===== src/rtl/mcu_reg_bridge_pkg.sv =====
// Shared definitions for the MCU SPI-to-register-bus bridge.
//   CMD_RW_BIT : position of the read/write flag in the command byte
//   CMD_BITS   : length of the command phase in SPI bits
//   WORD_BITS  : length of one data word in SPI bits
//   state_e    : bridge FSM states
package mcu_reg_bridge_pkg;

  localparam int unsigned CMD_RW_BIT = 7;
  localparam int unsigned CMD_BITS   = 8;
  localparam int unsigned WORD_BITS  = 32;

  typedef enum logic [1:0] {
    IDLE = 2'd0,
    CMD  = 2'd1,
    DATA = 2'd2
  } state_e;

endpackage


===== src/rtl/mcu_reg_bridge_spi_sync_edge.sv =====
// SPI pin synchroniser and edge detector for mcu_reg_bridge.
// Ports:
//   clk, reset   : system clock, synchronous active-high reset
//   sclk_i       : async SPI clock
//   cs_n_i       : async chip select, active low
//   mosi_i       : async serial data in
//   rise_o       : one-clk pulse on a synchronised SCLK rising edge
//   fall_o       : one-clk pulse on a synchronised SCLK falling edge
//   cs_active_o  : synchronised chip select is active
//   mosi_o       : synchronised MOSI, aligned with rise_o
// SYNC_STAGES must be 2 or more.
module mcu_reg_bridge_spi_sync_edge #(
  parameter int unsigned SYNC_STAGES = 2
) (
  input  logic clk,
  input  logic reset,
  input  logic sclk_i,
  input  logic cs_n_i,
  input  logic mosi_i,
  output logic rise_o,
  output logic fall_o,
  output logic cs_active_o,
  output logic mosi_o
);

  logic [SYNC_STAGES-1:0] sclk_q;
  logic [SYNC_STAGES-1:0] cs_n_q;
  logic [SYNC_STAGES-1:0] mosi_q;
  logic                   sclk_d_q;

  // The CS chain resets to "active" so that the bridge only arms once it has
  // observed a real inactive CS after reset; a frame already in flight when
  // reset releases is therefore never picked up half-way.
  always_ff @(posedge clk) begin
    if (reset) begin
      sclk_q   <= '0;
      cs_n_q   <= '0;
      mosi_q   <= '0;
      sclk_d_q <= 1'b0;
    end else begin
      sclk_q   <= {sclk_q[SYNC_STAGES-2:0], sclk_i};
      cs_n_q   <= {cs_n_q[SYNC_STAGES-2:0], cs_n_i};
      mosi_q   <= {mosi_q[SYNC_STAGES-2:0], mosi_i};
      sclk_d_q <= sclk_q[SYNC_STAGES-1];
    end
  end

  assign rise_o      =  sclk_q[SYNC_STAGES-1] & ~sclk_d_q;
  assign fall_o      = ~sclk_q[SYNC_STAGES-1] &  sclk_d_q;
  assign cs_active_o = ~cs_n_q[SYNC_STAGES-1];
  assign mosi_o      =  mosi_q[SYNC_STAGES-1];

endmodule


===== src/rtl/mcu_reg_bridge.sv =====
// SPI-slave (mode 0) to register-bus initiator.
// Frame: command byte {rw, 1'b0, addr[5:0]} then a burst of 32-bit words,
// MSB first; rw=1 reads. Address auto-increments by 4 per word and wraps.
// Ports:
//   clk, reset          : system clock (>= 8x SCLK), sync active-high reset
//   spi_sclk/cs_n/mosi  : async SPI inputs
//   spi_miso, _oe       : serial read data and its output enable
//   reg_addr            : register byte address (bits 1:0 always 0)
//   reg_wdata           : write data
//   reg_wstrobe         : one-clk write pulse
//   reg_rdata           : combinational read data for reg_addr
//   busy                : a transaction is open
// Build option: define MCU_BRIDGE_WCOUNT_EN to add an 8-bit completed-write
// counter that is shifted out on MISO during the command phase.
module mcu_reg_bridge
  import mcu_reg_bridge_pkg::*;
#(
  parameter int unsigned ADDR_W      = 6,
  parameter int unsigned DATA_W      = 32,
  parameter int unsigned SYNC_STAGES = 2
) (
  input  logic              clk,
  input  logic              reset,
  input  logic              spi_sclk,
  input  logic              spi_cs_n,
  input  logic              spi_mosi,
  output logic              spi_miso,
  output logic              spi_miso_oe,
  output logic [ADDR_W-1:0] reg_addr,
  output logic [DATA_W-1:0] reg_wdata,
  output logic              reg_wstrobe,
  input  logic [DATA_W-1:0] reg_rdata,
  output logic              busy
);

  logic rise, fall, cs_active, mosi_s;

  mcu_reg_bridge_spi_sync_edge #(
    .SYNC_STAGES (SYNC_STAGES)
  ) u_spi_sync_edge (
    .clk         (clk),
    .reset       (reset),
    .sclk_i      (spi_sclk),
    .cs_n_i      (spi_cs_n),
    .mosi_i      (spi_mosi),
    .rise_o      (rise),
    .fall_o      (fall),
    .cs_active_o (cs_active),
    .mosi_o      (mosi_s)
  );

  state_e            state_q;
  logic [4:0]        bitcnt_q;
  logic [DATA_W-2:0] rx_q;
  logic [DATA_W-1:0] tx_q;
  logic [ADDR_W-1:0] addr_q;
  logic [DATA_W-1:0] wdata_q;
  logic              wstrobe_q;
  logic              rw_q;
  logic              adv_pend_q;
  logic              cap_pend_q;
  logic              armed_q;
  logic              miso_q;
  logic              miso_oe_q;
  logic              busy_q;
`ifdef MCU_BRIDGE_WCOUNT_EN
  logic [7:0]        wcount_q;
`endif

  // The end-of-word address increment is deferred one clk so that reg_addr
  // still shows the written register while reg_wstrobe is high; a read then
  // captures the next word one clk after the increment.
  always_ff @(posedge clk) begin
    if (reset) begin
      state_q    <= IDLE;
      bitcnt_q   <= '0;
      rx_q       <= '0;
      tx_q       <= '0;
      addr_q     <= '0;
      wdata_q    <= '0;
      wstrobe_q  <= 1'b0;
      rw_q       <= 1'b0;
      adv_pend_q <= 1'b0;
      cap_pend_q <= 1'b0;
      armed_q    <= 1'b0;
      miso_q     <= 1'b0;
      miso_oe_q  <= 1'b0;
      busy_q     <= 1'b0;
`ifdef MCU_BRIDGE_WCOUNT_EN
      wcount_q   <= '0;
`endif
    end else begin
      wstrobe_q <= 1'b0;

`ifdef MCU_BRIDGE_WCOUNT_EN
      if (wstrobe_q) begin
        wcount_q <= wcount_q + 8'd1;
      end
`endif

      if (cap_pend_q) begin
        tx_q       <= reg_rdata;
        cap_pend_q <= 1'b0;
      end

      if (adv_pend_q) begin
        addr_q     <= addr_q + ADDR_W'(4);
        adv_pend_q <= 1'b0;
        cap_pend_q <= rw_q;
      end

      if (!cs_active) begin
        // Deassert wins over a coincident edge; partial words are dropped.
        state_q   <= IDLE;
        bitcnt_q  <= '0;
        miso_q    <= 1'b0;
        miso_oe_q <= 1'b0;
        busy_q    <= 1'b0;
        armed_q   <= 1'b1;
      end else begin
        case (state_q)
          IDLE: begin
            if (armed_q) begin
              state_q   <= CMD;
              bitcnt_q  <= '0;
              rx_q      <= '0;
              miso_q    <= 1'b0;
              miso_oe_q <= 1'b1;
              busy_q    <= 1'b1;
`ifdef MCU_BRIDGE_WCOUNT_EN
              tx_q      <= {wcount_q, {(DATA_W-8){1'b0}}};
`else
              tx_q      <= '0;
`endif
            end
          end

          CMD: begin
            if (rise) begin
              rx_q     <= {rx_q[DATA_W-3:0], mosi_s};
              bitcnt_q <= bitcnt_q + 5'd1;
              if (bitcnt_q == 5'(CMD_BITS - 1)) begin
                // rx_q[6:0] holds command bits 7..1 at this point.
                rw_q       <= rx_q[CMD_RW_BIT-1];
                addr_q     <= ADDR_W'({rx_q[4:1], 2'b00});
                cap_pend_q <= rx_q[CMD_RW_BIT-1];
                state_q    <= DATA;
                bitcnt_q   <= '0;
              end
            end
`ifdef MCU_BRIDGE_WCOUNT_EN
            else if (fall) begin
              miso_q <= tx_q[DATA_W-1];
              tx_q   <= {tx_q[DATA_W-2:0], 1'b0};
            end
`endif
          end

          DATA: begin
            if (rise) begin
              rx_q     <= {rx_q[DATA_W-3:0], mosi_s};
              bitcnt_q <= bitcnt_q + 5'd1;
              if (bitcnt_q == 5'(WORD_BITS - 1)) begin
                bitcnt_q   <= '0;
                adv_pend_q <= 1'b1;
                if (!rw_q) begin
                  wdata_q   <= {rx_q, mosi_s};
                  wstrobe_q <= 1'b1;
                end
              end
            end else if (fall) begin
              miso_q <= tx_q[DATA_W-1];
              tx_q   <= {tx_q[DATA_W-2:0], 1'b0};
            end
          end

          default: state_q <= IDLE;
        endcase
      end
    end
  end

  assign spi_miso    = miso_q;
  assign spi_miso_oe = miso_oe_q;
  assign reg_addr    = addr_q;
  assign reg_wdata   = wdata_q;
  assign reg_wstrobe = wstrobe_q;
  assign busy        = busy_q;

endmodule

===== config.mk =====
export PLATFORM = sky130hd
export DESIGN_NAME = mcu_reg_bridge
export DESIGN_NICKNAME = d
export VERILOG_FILES = /design/src/rtl/mcu_reg_bridge_pkg.sv /design/src/rtl/mcu_reg_bridge_spi_sync_edge.sv /design/src/rtl/mcu_reg_bridge.sv
export SDC_FILE = /design/constraint.sdc
export NUM_CORES = 1
export LEC_CHECK = 0
export ABC_CLOCK_PERIOD_IN_PS = 2700
export CAP_MARGIN = 25
export CORE_UTILIZATION = 30
export CTS_CLUSTER_DIAMETER = 30
export CTS_CLUSTER_SIZE = 30
export DETAILED_ROUTE_END_ITERATION = 8
export GPL_ROUTABILITY_DRIVEN = 0
export SLEW_MARGIN = 20
export SYNTH_ARGS = -nofsm -noshare
export SYNTH_HDL_FRONTEND = slang
export SYNTH_SLANG_ARGS = --single-unit

===== constraint.sdc =====
create_clock -name clk -period 2.7 [get_ports clk]
set_input_delay 0.54 -clock clk [delete_from_list [all_inputs] [get_ports clk]]
set_output_delay 0.54 -clock clk [all_outputs]
set_load 0.02 [all_outputs]

==> summary by stage, run 1 <==
Status
The flow ran to the end, and the final reports show no timing, DRC or antenna violations.

Synth
Of the synthesized area, sequential elements account for 0.4874. After synthesis, the cell types taking the most area are dfxtp_1 49%, nand2_1 7.8%, a21oi_1 7.5%. The compound-gate portion of the synthesized area is 0.1782. The prevailing post-synth register cell is dfxtp_1. Summed over all instances, the cell type with the most area after synthesis is dfxtp_1. The mean post-synth cell area is 9.212 sq um. The fraction of registers with async set or reset after synthesis is 0. The area share of and/or/nand/nor cells after synthesis is 0.1894. The yosys synthesis warning count is 0. The number of instances in the synthesized netlist is 535. In this run, synthesis produced a sequential element count of 120. The arithmetic-cell share of the synthesized area counting full adders, half adders and majority gates is 0.01777. The area fraction of the dominant cell type after synthesis is 0.4874. The mux share of post-synthesis cell area is 0.06702. The synthesized design contains 0 enable-type register cells. By area, the combinational part of the netlist is dominated by simple AND/OR/NAND/NOR gates.

The cell area after synthesis is 4928 sq um. The number of distinct library cells after synthesis is 41. The post-synthesis xor/xnor area fraction is 0.005331.

Clock tree
The number of sinks driven by the clock tree is 120. The library cell used as clock root buffer is clkbuf_16. TritonCTS built the clock tree.

In this run the post-CTS setup repair buffer count came out at 0. The maximum level of the CTS H-tree is 4. In this run, post-CTS repair resized a total of 0 instances. The clock transition at the register clock pins on the worst setup and hold paths after CTS is 0.06 ns. At the later pin of the worst-skew pair, clock insertion delay measures 0.41 ns. The cts-stage hold buffer count is 0. The clock passes through at most 2 buffers.

In this run, CTS created clock tree buffers numbering 17.

STA
The final-report hold violation count is 0. The post-route minimum period is 2.344 ns. Final hold analysis gives a worst-case slack of 0.4376 ns. The max-slew violation total from the final report is 0. Based on the critical path, the design can be clocked at up to 0.4265 GHz. The count of final setup violators is 0. Setup repair after global routing left no endpoint under its margin. Of the available clock period, the critical path in the final layout requires 0.8683.

The transition time of the tightest slew-check pin is 1.012 ns. The final setup skew is 0.01051 ns. Setup total negative slack on the finished layout was measured at 0 ns. The worst slew margin relative to its limit is 0.3257.

Setup path
The launch instance of the worst register-to-register path is state_q[1]. The capture point of the worst reg-to-reg path is rx_q[30]. The type of origin of the critical path is a register. The setup path with the least slack is of type reg -> reg. The setup slack of the worst register-to-register path is 0.36 ns.

Data arrives at the worst endpoint at 2.68 ns. The critical path data required time is 3.03 ns. Counting cells, the worst reg-to-reg path comes to 6.

The endpoint kind of the worst setup timing path is a register. The maximum fanout count along the critical path is 31.

Floorplanning
The width of the chip is 130.2 um. The number of ports placed on the die boundary is 79. The core footprint is 15940 sq um. The area of the die is 16940 sq um. The initial utilization of the core area, before any placement, comes to 0.3091. The floorplan step set the die height to 130.2 um. The number of rows in the core area is 46.

Layout
The library cell used most frequently in the layout, excluding fill and tap cells, is dfxtp_1. The fraction of layout instances using a drive strength above 1 is 0.1064. At the end of the flow, the number of nets in the layout was 642. In the layout the commonest cells are 119 x dfxtp_1, 103 x nand2_1, 75 x clkdlybuf4s50_1, 74 x a21oi_1, 39 x nand3_1. The layout-stage area growth over the synthesis result is 31.45%.

The antenna diode count is 0.

Global routing
Entering global routing, the biggest net connects 85 pins. The wire length of the first global-routing pass is 18380 um. The number of antenna violations at the first check in global routing was 0. For this run the aggregate overflow at the end of global routing stands at 0. Across every metal layer, demand over resource in global routing totals 0.1407. The number of global-route vias before repair is 3791.

Drt
The vias per cell is 4.740. The first detailed-routing pass ran for 4 iterations. After detailed routing, the total wire length is 11360 um. For this block, the initial DRC count from the detailed router was 216. The post-detailed-route count of antenna-violating nets is 0. The routed length per placed instance is 13.73 um. In the routed design, unresolved DRC markers number 0. The routed layout has 3920 vias.

Place
The count of buffers added on input and output ports is 76. Once detailed placement completed, the half-perimeter wirelength came to 7335 um.

Pwr
IR analysis of the VDD net gives a maximum drop of 529.4 uV. The power per unit of standard cell area is 739.8 nW/um^2. The leakage power is 2.159 nW.

Hold path
The cell depth of the worst hold path is 1. The end point of the worst hold path is u_spi_sync_edge.sclk_q[1]. The start point of the worst min-delay path is u_spi_sync_edge.sclk_q[0]. The type of the worst min-delay path is reg -> reg.

Flow run
The number of maximum-capacitance violations is 0.
## cell usage after synthesis, types with 2 or more instances
library cell and count:
o21ai_0 2, a21o_1 2, xor2_1 2, a21oi_1 74, nand2_1 103, nand4_1 2
nand2b_4 2, mux2i_1 33, a2111oi_4 2, nand3_1 39, buf_2 9, buf_6 6
buf_4 8, clkbuf_1 22, nand4b_1 3, a31oi_1 2, ha_1 7, nor2_1 26
a211o_1 2, nand3b_1 2, nor2b_1 11, a211oi_1 4, o2bb2ai_2 9, or2_2 3
inv_1 3, o2bb2ai_1 10, dfxtp_1 120, a2bb2oi_1 13, nor4bb_1 2
## cell type report
cell class                 count  area (sq um)
clock buffer                  18         439.2
clock inverter                14         220.2
fill                        1563          9464
inverter                       3         11.26
multi-input combinational    368          2263
sequential                   120          2404
tap                          216         270.3
timing repair buffer          88         870.8
## report_power, final
group	switching [mW]	internal [mW]	total, mW
registers	0.0112	1.78	1.79
clock network	0.827	1.67	2.50
logic	0.319	0.184	0.503
## registers in the layout, summed over array words and instances (netlist names)
register,cells
spi_miso,1
cap_pend_q,1
u_spi_sync_edge.cs_n_q,2
state_q,2
rx_q,31
reg_addr,4
reg_wstrobe,1
u_spi_sync_edge.sclk_d_q,1
rw_q,1
u_spi_sync_edge.mosi_q,2
busy,1
reg_wdata,32
armed_q,1
bitcnt_q,5
adv_pend_q,1
tx_q,32
u_spi_sync_edge.sclk_q,2
## cell families (layout without fill, tap and decap cells)
family,after synthesis,in the layout
AO/OA/AOI/OAI,123,123
XOR/XNOR,3,3
adder cells (fa/ha/maj),7,7
buffers and inverters,48,123
flip-flops,120,120
multiplexers,33,33
other,1,2
AND/OR/NAND/NOR,200,200
## worst max-delay path by stage
stage	slack [ns]	cells past startpoint	end	startpoint
after detailed placement	0.45	6	rx_q[23]	state_q[0]
after global placement	0.58	6	rx_q[17]	state_q[0]
after CTS	0.36	6	rx_q[30]	state_q[1]
after global routing	0.16	6	rx_q[30]	state_q[1]
final	0.36	6	rx_q[30]	state_q[1]
after floorplan	0.86	9	tx_q[20]	state_q[0]
## worst max-delay path: stages (launching register included)
cell and delay (ns):
dfxtp_1 0.34, inv_1 0.10, ha_1 0.25, nor2b_4 0.36, a2111o_1 0.84, nand2_1 0.17
a21oi_1 0.20
## stage by stage
step	cells	setup slack, ns	util	area (sq um)	power, mW
floorplan	536	0.8581	-	4932	2.227
global placement	795	0.5806	0.3650	5819	2.320
detailed placement	795	0.4525	0.3650	5819	2.334
CTS	827	0.3578	0.4064	6479	4.844
global route	827	0.1615	0.4064	6479	4.976
finish	827	0.3556	0.4064	6479	4.793
## per-layer routing
metal  global-route usage  up-vias  routed length, um
li1                     -     1975                  -
met1               0.1782     1828               5500
met2               0.2234      106               5189
met3              0.04346       11                545
met4              0.05335        0                123
met5                    0        -                  0
Note: power is estimated with default switching activity, not from simulation.
==> run 2, diff against run 1 <==
--- a/config.mk
+++ b/config.mk
@@ -12,6 +12,7 @@
 export CTS_CLUSTER_SIZE = 30
 export DETAILED_ROUTE_END_ITERATION = 8
 export GPL_ROUTABILITY_DRIVEN = 0
+export GPL_TIMING_DRIVEN = 1
 export SLEW_MARGIN = 20
 export SYNTH_ARGS = -nofsm -noshare
 export SYNTH_HDL_FRONTEND = slang
==> results of run 2 <==
Same layout as run 1: the final DEF is identical, and so are final timing and power.
